## config.mk

```make
export PLATFORM = sky130hd
export DESIGN_NAME = seq_addsub_32_flat
export DESIGN_NICKNAME = d
export VERILOG_FILES = /design/src/rtl/seq_addsub_32_pkg.sv /design/src/rtl/seq_addsub_32_if.sv /design/src/rtl/seq_addsub_32_cla.sv /design/src/rtl/seq_addsub_32.sv /design/src/flat_wrapper.sv
export SDC_FILE = /design/constraint.sdc
export NUM_CORES = 1
export LEC_CHECK = 0
export CAP_MARGIN = 25
export CORE_ASPECT_RATIO = 1.75
export CORE_UTILIZATION = 51
export DETAILED_ROUTE_END_ITERATION = 16
export PLACE_DENSITY = 0.8
export SYNTH_ARGS = -nofsm -noshare
export SYNTH_HDL_FRONTEND = slang
export SYNTH_SLANG_ARGS = --single-unit
```

## constraint.sdc

```tcl
create_clock -name clk -period 4 [get_ports clk]
set_input_delay 0.4 -clock clk [delete_from_list [all_inputs] [get_ports clk]]
set_output_delay 0.4 -clock clk [all_outputs]
set_load 0.01 [all_outputs]
```

## src/rtl/seq_addsub_32_pkg.sv

```systemverilog
// Shared types and constants for the nibble-serial 32-bit adder/subtractor.
package seq_addsub_32_pkg;

    localparam int unsigned WIDTH   = 32;
    localparam int unsigned NIBBLE  = 4;
    localparam int unsigned NIBBLES = WIDTH / NIBBLE;
    localparam int unsigned IDX_W   = $clog2(NIBBLES);

    typedef enum logic [1:0] {
        IDLE,
        RUN,
        DONE
    } state_t;

    typedef logic [NIBBLES-1:0][NIBBLE-1:0] nib_vec_t;

endpackage

```

## src/rtl/seq_addsub_32_if.sv

```systemverilog
// Request/result bundle for seq_addsub_32; zero/ovf exist only with ADDSUB_FLAGS_EN.
interface seq_addsub_32_if;
    import seq_addsub_32_pkg::*;

    logic             start;
    logic             sub;
    logic [WIDTH-1:0] A;
    logic [WIDTH-1:0] B;
    logic [WIDTH-1:0] sum;
    logic             cout;
    logic             P;
    logic             G;
    logic             busy;
    logic             done;
`ifdef ADDSUB_FLAGS_EN
    logic             zero;
    logic             ovf;
`endif

    modport master (
        output start, sub, A, B,
        input  sum, cout, P, G, busy, done
`ifdef ADDSUB_FLAGS_EN
        , input zero, ovf
`endif
    );

    modport slave (
        input  start, sub, A, B,
        output sum, cout, P, G, busy, done
`ifdef ADDSUB_FLAGS_EN
        , output zero, ovf
`endif
    );

endinterface

```

## src/rtl/seq_addsub_32_cla.sv

```systemverilog
// 4-bit carry-lookahead slice; p/g are the slice group propagate/generate (p uses a^b).
module cla_4bit_slice (
    input  logic [3:0] a,
    input  logic [3:0] b,
    input  logic       cin,
    output logic [3:0] s,
    output logic       cout,
    output logic       p,
    output logic       g
);

    logic [3:0] pi;
    logic [3:0] gi;
    logic [4:0] c;

    always_comb begin
        pi   = a ^ b;
        gi   = a & b;
        c[0] = cin;
        c[1] = gi[0] | (pi[0] & cin);
        c[2] = gi[1] | (pi[1] & gi[0]) | (pi[1] & pi[0] & cin);
        c[3] = gi[2] | (pi[2] & gi[1]) | (pi[2] & pi[1] & gi[0])
             | (pi[2] & pi[1] & pi[0] & cin);
        g    = gi[3] | (pi[3] & gi[2]) | (pi[3] & pi[2] & gi[1])
             | (pi[3] & pi[2] & pi[1] & gi[0]);
        p    = &pi;
        c[4] = g | (p & cin);
        s    = pi ^ c[3:0];
        cout = c[4];
    end

endmodule

```

## src/rtl/seq_addsub_32.sv

```systemverilog
// Nibble-serial 32-bit add/subtract: one 4-bit CLA slice, eight RUN cycles per operation.
// Define ADDSUB_FLAGS_EN to add the zero and signed-overflow flag outputs.
module seq_addsub_32
    import seq_addsub_32_pkg::*;
(
    input  logic           clk,
    input  logic           rst,
    seq_addsub_32_if.slave bus
);

    state_t             state;
    state_t             state_next;
    nib_vec_t           opa;
    nib_vec_t           opb;
    nib_vec_t           sum_r;
    nib_vec_t           sum_next;
    logic               carry;
    logic [IDX_W-1:0]   idx;
    logic               cout_r;
    logic               p_r;
    logic               g_r;
    logic               load;
    logic               step;
    logic               last;
    logic [NIBBLE-1:0]  s_nib;
    logic               s_cout;
    logic               s_p;
    logic               s_g;

    cla_4bit_slice u_slice (
        .a    (opa[idx]),
        .b    (opb[idx]),
        .cin  (carry),
        .s    (s_nib),
        .cout (s_cout),
        .p    (s_p),
        .g    (s_g)
    );

    always_ff @(posedge clk or posedge rst) begin
        if (rst) state <= IDLE;
        else     state <= state_next;
    end

    always_comb begin
        state_next = state;
        load       = 1'b0;
        step       = 1'b0;
        last       = (idx == IDX_W'(NIBBLES - 1));
        sum_next   = sum_r;
        sum_next[idx] = s_nib;
        case (state)
            IDLE: if (bus.start) begin
                load       = 1'b1;
                state_next = RUN;
            end
            RUN: begin
                step = 1'b1;
                if (last) state_next = DONE;
            end
            DONE: begin
                load       = bus.start;
                state_next = bus.start ? RUN : IDLE;
            end
            default: state_next = IDLE;
        endcase
    end

    // B is stored pre-inverted for subtraction so RUN is a plain add with carry-in.
    always_ff @(posedge clk or posedge rst) begin
        if (rst) begin
            opa    <= '0;
            opb    <= '0;
            sum_r  <= '0;
            carry  <= 1'b0;
            idx    <= '0;
            cout_r <= 1'b0;
            p_r    <= 1'b0;
            g_r    <= 1'b0;
        end else if (load) begin
            opa    <= bus.A;
            opb    <= bus.B ^ {WIDTH{bus.sub}};
            carry  <= bus.sub;
            idx    <= '0;
            p_r    <= 1'b1;
            g_r    <= 1'b0;
        end else if (step) begin
            sum_r  <= sum_next;
            carry  <= s_cout;
            idx    <= idx + 1'b1;
            p_r    <= p_r & s_p;
            g_r    <= s_g | (s_p & g_r);
            if (last) cout_r <= s_cout;
        end
    end

`ifdef ADDSUB_FLAGS_EN
    logic zero_r;
    logic ovf_r;
    logic c31;

    // Carry into bit 31 recovered from the top bit's sum: s = a ^ b ^ cin.
    assign c31 = opa[idx][NIBBLE-1] ^ opb[idx][NIBBLE-1] ^ s_nib[NIBBLE-1];

    always_ff @(posedge clk or posedge rst) begin
        if (rst) begin
            zero_r <= 1'b0;
            ovf_r  <= 1'b0;
        end else if (load) begin
            zero_r <= 1'b0;
            ovf_r  <= 1'b0;
        end else if (step && last) begin
            zero_r <= (sum_next == '0);
            ovf_r  <= c31 ^ s_cout;
        end
    end

    assign bus.zero = zero_r;
    assign bus.ovf  = ovf_r;
`endif

    assign bus.sum  = sum_r;
    assign bus.cout = cout_r;
    assign bus.P    = p_r;
    assign bus.G    = g_r;
    assign bus.busy = (state == RUN);
    assign bus.done = (state == DONE);

endmodule

```

## src/flat_wrapper.sv

```systemverilog
// flat-port wrapper written by rule: the top's interface ports become plain ports
module seq_addsub_32_flat import seq_addsub_32_pkg::*;
  (clk, rst, bus_start, bus_sub, bus_A, bus_B, bus_sum, bus_cout, bus_P, bus_G, bus_busy, bus_done);
  seq_addsub_32_if bus_i ();
  input  logic clk;
  input  logic rst;
  input wire logic [$bits(bus_i.start)-1:0] bus_start;
  input wire logic [$bits(bus_i.sub)-1:0] bus_sub;
  input wire logic [$bits(bus_i.A)-1:0] bus_A;
  input wire logic [$bits(bus_i.B)-1:0] bus_B;
  output wire logic [$bits(bus_i.sum)-1:0] bus_sum;
  output wire logic [$bits(bus_i.cout)-1:0] bus_cout;
  output wire logic [$bits(bus_i.P)-1:0] bus_P;
  output wire logic [$bits(bus_i.G)-1:0] bus_G;
  output wire logic [$bits(bus_i.busy)-1:0] bus_busy;
  output wire logic [$bits(bus_i.done)-1:0] bus_done;
  assign bus_i.start = bus_start;
  assign bus_i.sub = bus_sub;
  assign bus_i.A = bus_A;
  assign bus_i.B = bus_B;
  assign bus_sum = bus_i.sum;
  assign bus_cout = bus_i.cout;
  assign bus_P = bus_i.P;
  assign bus_G = bus_i.G;
  assign bus_busy = bus_i.busy;
  assign bus_done = bus_i.done;
  seq_addsub_32 u_core (.clk(clk), .rst(rst), .bus(bus_i));
endmodule
```

==> impl_metrics.toml, run 1 <==
[pwr]
p_per_area_nw_per_um2 = 916
leakagePower_nw = 2.64
total_power_mw = 5.75
ir_worst_vdd_uv = 501

[setup_path]
worstPathRequired_ns = 4.27
critical_path_class = "flop to flop"
worstPathMaxFanout = 23
crit_chain = "mux4_2 -> mux2i_1 -> inv_1 -> ha_1 -> a21o_1 -> a21oi_1 -> xnor2_1 -> mux2_2"
crit_slowest_cell = "dfrtp_1"
arrival_ns = 3.63
start_kind = "flop"
end_kind = "flop"
slowest_delay_ns = 0.96
ff2ff_path_depth = 8

[final_layout]
antenna_cells = 0
multi_input_area_um2 = 2100
nFillCells = 659
final-seq-area_um2 = 2630
final_cell_area_um2 = 6280
nets = 548
drive_gt1_share_pct = 21.8
area_growth_pct = 28.9

[clock_tree]
ctsResizeCount = 0
clkTransAtPathRegs_ns = 0.06
postCtsSetupRepairBufs = 0
root_buffer = "clkbuf_16"
clkSinkCount = 105
numCtsBuffers = 9
h-tree-depth = 3
clockBufferDepth = 2
cts-hold-fix-buffers = 0
cts_tree = "done"
clock_latency_ns = 0.34

[timing]
hold_viol = 0
relSlewSlack_pct = 33.5
period_minus_slack_ns = 3.35
worstMarginPinSlew_ns = 0.998
period_share_pct = 83.8
skew_ns = 0.00408
finalMaxSlewViolations = 0
rsz0062_at_grt = "no"
setup_viol = 0
max_freq_ghz = 0.298
setup_ws_ns = 0.649
setup_tns_ns = 0

[outcome]
status = "completed"

[synthesis]
synth.distinct_cells = 36
synth-seq-cells = 105
ys_seq_area_share_pct = 54.0
synth_flop_cell = "dfrtp_1"
synth_fp_nets = 454
syn_inst = 379
ys_warn_count = 0
synth_area_um2 = 4870
avgSynthCellArea_um2 = 12.8
synthArstFlopShare_pct = 100
synth_edf_count = 0

[global_routing]
grt_pass1_vias = 3482
grt_max_degree = 101
grt_pass1_wl_um = 16900
grt.total_usage_pct = 23.2
grt-ovfl-total = 0
antenna_found_initial = 0

[place]
place_congestion = 0.863
placed_area_um2 = 6000
io_buffers = 104
place_ws_ns = 0.700
hpwl_um = 7470

[floorplanning]
ioPinCount = 105
core_um2 = 9150
die_h_um = 131
die_w_um = 75.9
initial_utilization_pct = 53.2
rows = 46
die-area_um2 = 9960

[min_path]
hold_path_class = "input pin to asynchronous set/reset pin"

[detailed_routing]
drt-vias-per-instance = 5.44
num_vias = 3250
dr.pass1.iters = 4
wl_um = 10200
drc = 0
detail-route-antenna-nets = 0
drt-initial-drc-count = 170
wl_per_cell_um = 17.0

[job]
maxCapViolCount = 0
==> report_power, final <==
part	switching, mW	total (mW)	leakage (nW)	internal, mW
registers	0.341	1.95	1.26	1.60
clock network	0.360	0.826	0.144	0.466
logic	1.48	2.98	1.23	1.50
total	2.18	5.75	2.64	3.57
==> cell type report <==
cell class | instances | share of cell area [%]
Timing Repair Buffer | 108 | 17.3
Clock inverter | 3 | 0.239
Tap cell | 120 | 2.39
Sequential cell | 105 | 41.9
Multi-Input combinational cell | 241 | 33.4
Inverter | 8 | 0.518
Clock buffer | 12 | 4.25
==> worst max-delay path, delay by kind of cell, from the launching register on <==
kind                       cells  cell delay, ns
muxes                          3            1.00
DFF                            1            0.96
xor gates and xnor gates       1            0.59
adders and majority gates      1            0.36
AOI/OAI and AO/OA              2            0.29
buffers and inverters          1            0.08
==> synth_stat cells (all sizes together), types with 2 or more instances <==
cell type | count | area share (%)
nand3 | 2 | 0.21
o21ai | 41 | 4.2
mux2 | 62 | 14
ha | 6 | 1.5
and2 | 2 | 0.26
nor3 | 2 | 0.41
a22o | 2 | 0.36
mux4 | 16 | 7.4
xnor2 | 34 | 6.1
mux2i | 2 | 0.41
or4 | 3 | 0.46
nand2 | 40 | 3.1
buf | 14 | 1.6
dfrtp | 105 | 54
nor2 | 5 | 0.39
inv | 8 | 0.62
clkbuf | 11 | 0.87
a21o | 2 | 0.31
a21oi | 7 | 0.72
a31oi | 2 | 0.26
nand2b | 2 | 0.26
==> through the flow <==
stage / hold WS [ns] / instances / util, %
detailed placement: 0.469 / 582 / 65.5
floorplan: 0.445 / 379 / -
finish: 0.423 / 597 / 68.6
global placement: 0.456 / 581 / 65.2
CTS: 0.430 / 597 / 68.6
global route: 0.454 / 597 / 68.6
==> per-layer routing <==
metal  global-route usage (%)  up-vias  wire length [um]  part of all wire, %
met1                     26.8     1611              3900                   38
li1                         -     1522                 -                    -
met5                        0        -                 0                    0
met3                     2.68       27               263                  2.6
met4                     13.6        0               418                  4.1
met2                     39.4       90              5570                   55
==> path summary, 6_finish.rpt <==
kind / from / slack, ns / to
worst max-delay path: u_core.idx[2] / 0.65 / u_core.bus.sum[14]
worst min-delay path: rst / 0.42 / u_core.opb[7]
worst max register to register: u_core.idx[2] / 0.65 / u_core.bus.sum[14]
worst min register to register: u_core.opb[14] / 0.48 / u_core.opb[14]
max in group asynchronous: rst / 2.67 / u_core.bus.sum[25]
min in group clk: u_core.opb[14] / 0.48 / u_core.opb[14]
==> cells in the final DEF, fill, tap and decap left out, types with 2 or more instances in the layout <==
cell / count
a21o_1: 2
a21oi_1: 7
a22o_1: 2
a31oi_1: 2
and2_1: 2
buf_4: 3
clkbuf_16: 9
clkbuf_8: 3
clkdlybuf4s50_1: 103
clkinv_2: 3
dfrtp_1: 105
ha_1: 6
inv_1: 7
mux2_2: 62
mux2i_1: 2
mux4_2: 16
nand2_1: 40
nand3_1: 2
nor2_1: 5
nor3_2: 2
o21ai_0: 41
or4_1: 3
xnor2_1: 34
==> cell families after synthesis <==
| logic type | Yosys count | synth area share, % |
|---|---|---|
| AND/OR/NAND/NOR | 61 | 6.06 |
| buffers and inverters | 33 | 3.08 |
| AO/OA/AOI/OAI | 59 | 6.68 |
| XOR/XNOR | 34 | 6.12 |
| multiplexers | 80 | 22.1 |
| flip-flops | 105 | 54.0 |
| adder cells (fa/ha/maj) | 7 | 1.95 |
==> state kept, by name, summed over array words and instances (netlist names), 2 cells and up <==
register / flops
u_core.opa: 32
u_core.bus.sum: 32
u_core.opb: 32
u_core.state: 2
u_core.idx: 3
Power figures use the tool's default switching activity.
==> run 2: changes to the inputs <==
--- a/config.mk
+++ b/config.mk
@@ -7,9 +7,9 @@
 export LEC_CHECK = 0
 export CAP_MARGIN = 25
 export CORE_ASPECT_RATIO = 1.75
-export CORE_UTILIZATION = 51
+export CORE_UTILIZATION = 46
 export DETAILED_ROUTE_END_ITERATION = 16
-export PLACE_DENSITY = 0.8
+export PLACE_DENSITY = 0.76
 export SYNTH_ARGS = -nofsm -noshare
 export SYNTH_HDL_FRONTEND = slang
 export SYNTH_SLANG_ARGS = --single-unit
==> constraint.sdc (replaced) <==
create_clock -name clk -period 2.88 [get_ports clk]
set_input_delay 0.288 -clock clk [delete_from_list [all_inputs] [get_ports clk]]
set_output_delay 0.288 -clock clk [all_outputs]
set_load 0.01 [all_outputs]
==> impl_metrics.toml, run 2 (synthesized netlist as in run 1, its figures left out) <==
[clock_tree]
clkSinkCount = 105
postCtsSetupRepairBufs = 0
root_buffer = "clkbuf_16"
numCtsBuffers = 9
cts_tree = "done"
clock_latency_ns = 0.35
cts-hold-fix-buffers = 0
clkTransAtPathRegs_ns = 0.07
h-tree-depth = 3
clockBufferDepth = 2

[detailed_routing]
num_vias = 3246
detail-route-antenna-nets = 0
drt-vias-per-instance = 5.30
drc = 0
drt-initial-drc-count = 160
wl_um = 10400
wl_per_cell_um = 17.0
dr.pass1.iters = 4

[global_routing]
met1_usage_pct = 23.8
grt_util_met3_pct = 4.75
grt_pass1_vias = 3468
antenna_found_initial = 0
grt_pass1_wl_um = 17000
grt.total_usage_pct = 20.5
grt_max_degree = 66
busiest_layer = "met2"
gr-usage-met2_pct = 36.0
grt-ovfl-total = 0

[outcome]
status = "completed"

[floorplanning]
rows = 49
die_w_um = 79.8
core_um2 = 10300
initial_utilization_pct = 47.3
die_h_um = 138
ioPinCount = 105
die-area_um2 = 11000

[final_layout]
final_cell_area_um2 = 6490
fin_util_pct = 63.1
antenna_cells = 0
drive_gt1_share_pct = 24.7
nets = 555
area_growth_pct = 33.4
layout_common_cells = "dfrtp_1, clkdlybuf4s50_1, mux2_2"
final_common_cell = "dfrtp_1"

[timing]
finalMaxSlewViolations = 0
relSlewSlack_pct = 42.5
worstMarginPinSlew_ns = 0.862
skew_ns = 0.00914
setup_viol = 0
period_share_pct = 96.0
setup_tns_ns = 0
hold_viol = 0
period_minus_slack_ns = 2.77
max_freq_ghz = 0.362

[place]
place_congestion = 0.793
hpwl_um = 7510
io_buffers = 104
placed_area_um2 = 6060

[setup_path]
worstPathRequired_ns = 3.11
critical_path_class = "flop to flop"
end_kind = "flop"
rr_endpoint = "u_core.bus.sum[23]"
rrSetupSlack_ns = 0.11
arrival_ns = 3.00
reg2reg_from = "u_core.idx[0]"
ff2ff_path_depth = 8
start_kind = "flop"
worstPathMaxFanout = 8

[pwr]
p_per_area_nw_per_um2 = 1330
leakagePower_nw = 2.71
ir_worst_vdd_uv = 873

[job]
maxCapViolCount = 0

[min_path]
hold_path_class = "input pin to asynchronous set/reset pin"
run 2: per-layer routing:
| layer | part of all wire [%] | vias up |
|---|---|---|
| met2 | 56 | 81 |
| li1 | - | 1531 |
| met4 | 2.4 | 0 |
| met1 | 38 | 1622 |
| met3 | 3.2 | 12 |
| met5 | 0 | - |
run 2: what timing repair did:
item | in CTS | in global routing
pin swaps | 0 | 0
hold endpoints to repair | 0 | 0
endpoints found under the setup margin | 24 | 16
cloned | 0 | 2
gates resized for setup | 3 | 7
run 2: stage by stage:
step                      hold slack, ns  cells  worst slack [ns]  power, mW
after global placement             0.459    594            0.0398       6.73
after detailed placement           0.468    594           -0.0216       6.94
after CTS                          0.395    610           0.00989       8.41
final                              0.380    612             0.115       8.63
after floorplan                    0.439    379            0.0574       5.37
after global routing               0.421    612           -0.0152       9.19
run 2: how the worst max path moves through the flow:
stage | endpoint | startpoint | slack [ns]
floorplan | u_core.bus.sum[15] | u_core.idx[0] | 0.06
global placement | u_core.bus.sum[15] | u_core.idx[0] | 0.04
detailed placement | u_core.bus.sum[7] | u_core.idx[0] | -0.02
CTS | u_core.bus.sum[7] | u_core.idx[0] | 0.01
global route | u_core.bus.sum[30] | u_core.idx[0] | -0.02
finish | u_core.bus.sum[23] | u_core.idx[0] | 0.11
run 2: layout make-up:
cell class / count / area [um2]
clock buffers: 9 / 225
well taps: 127 / 159
multi-input cells: 241 / 2150
flip-flops and latches: 105 / 2630
inverters: 8 / 33.8
clock inverters: 7 / 103
fillers: 782 / 3800
repair buffers: 115 / 1190
run 2: power breakdown:
group          internal, mW  switching (mW)  total (mW)
combinational          2.43            2.21        4.64
sequential             2.23           0.433        2.66
clock                 0.771           0.559        1.33
run 2: critical path: stages, from the launching register on:
cell and delay, ns:
dfrtp_2 0.46, clkbuf_16 0.19, mux4_2 0.51, mux2_2 0.29, ha_1 0.40, and3_1 0.24
a22oi_1 0.12, o21a_4 0.17, mux2_2 0.27
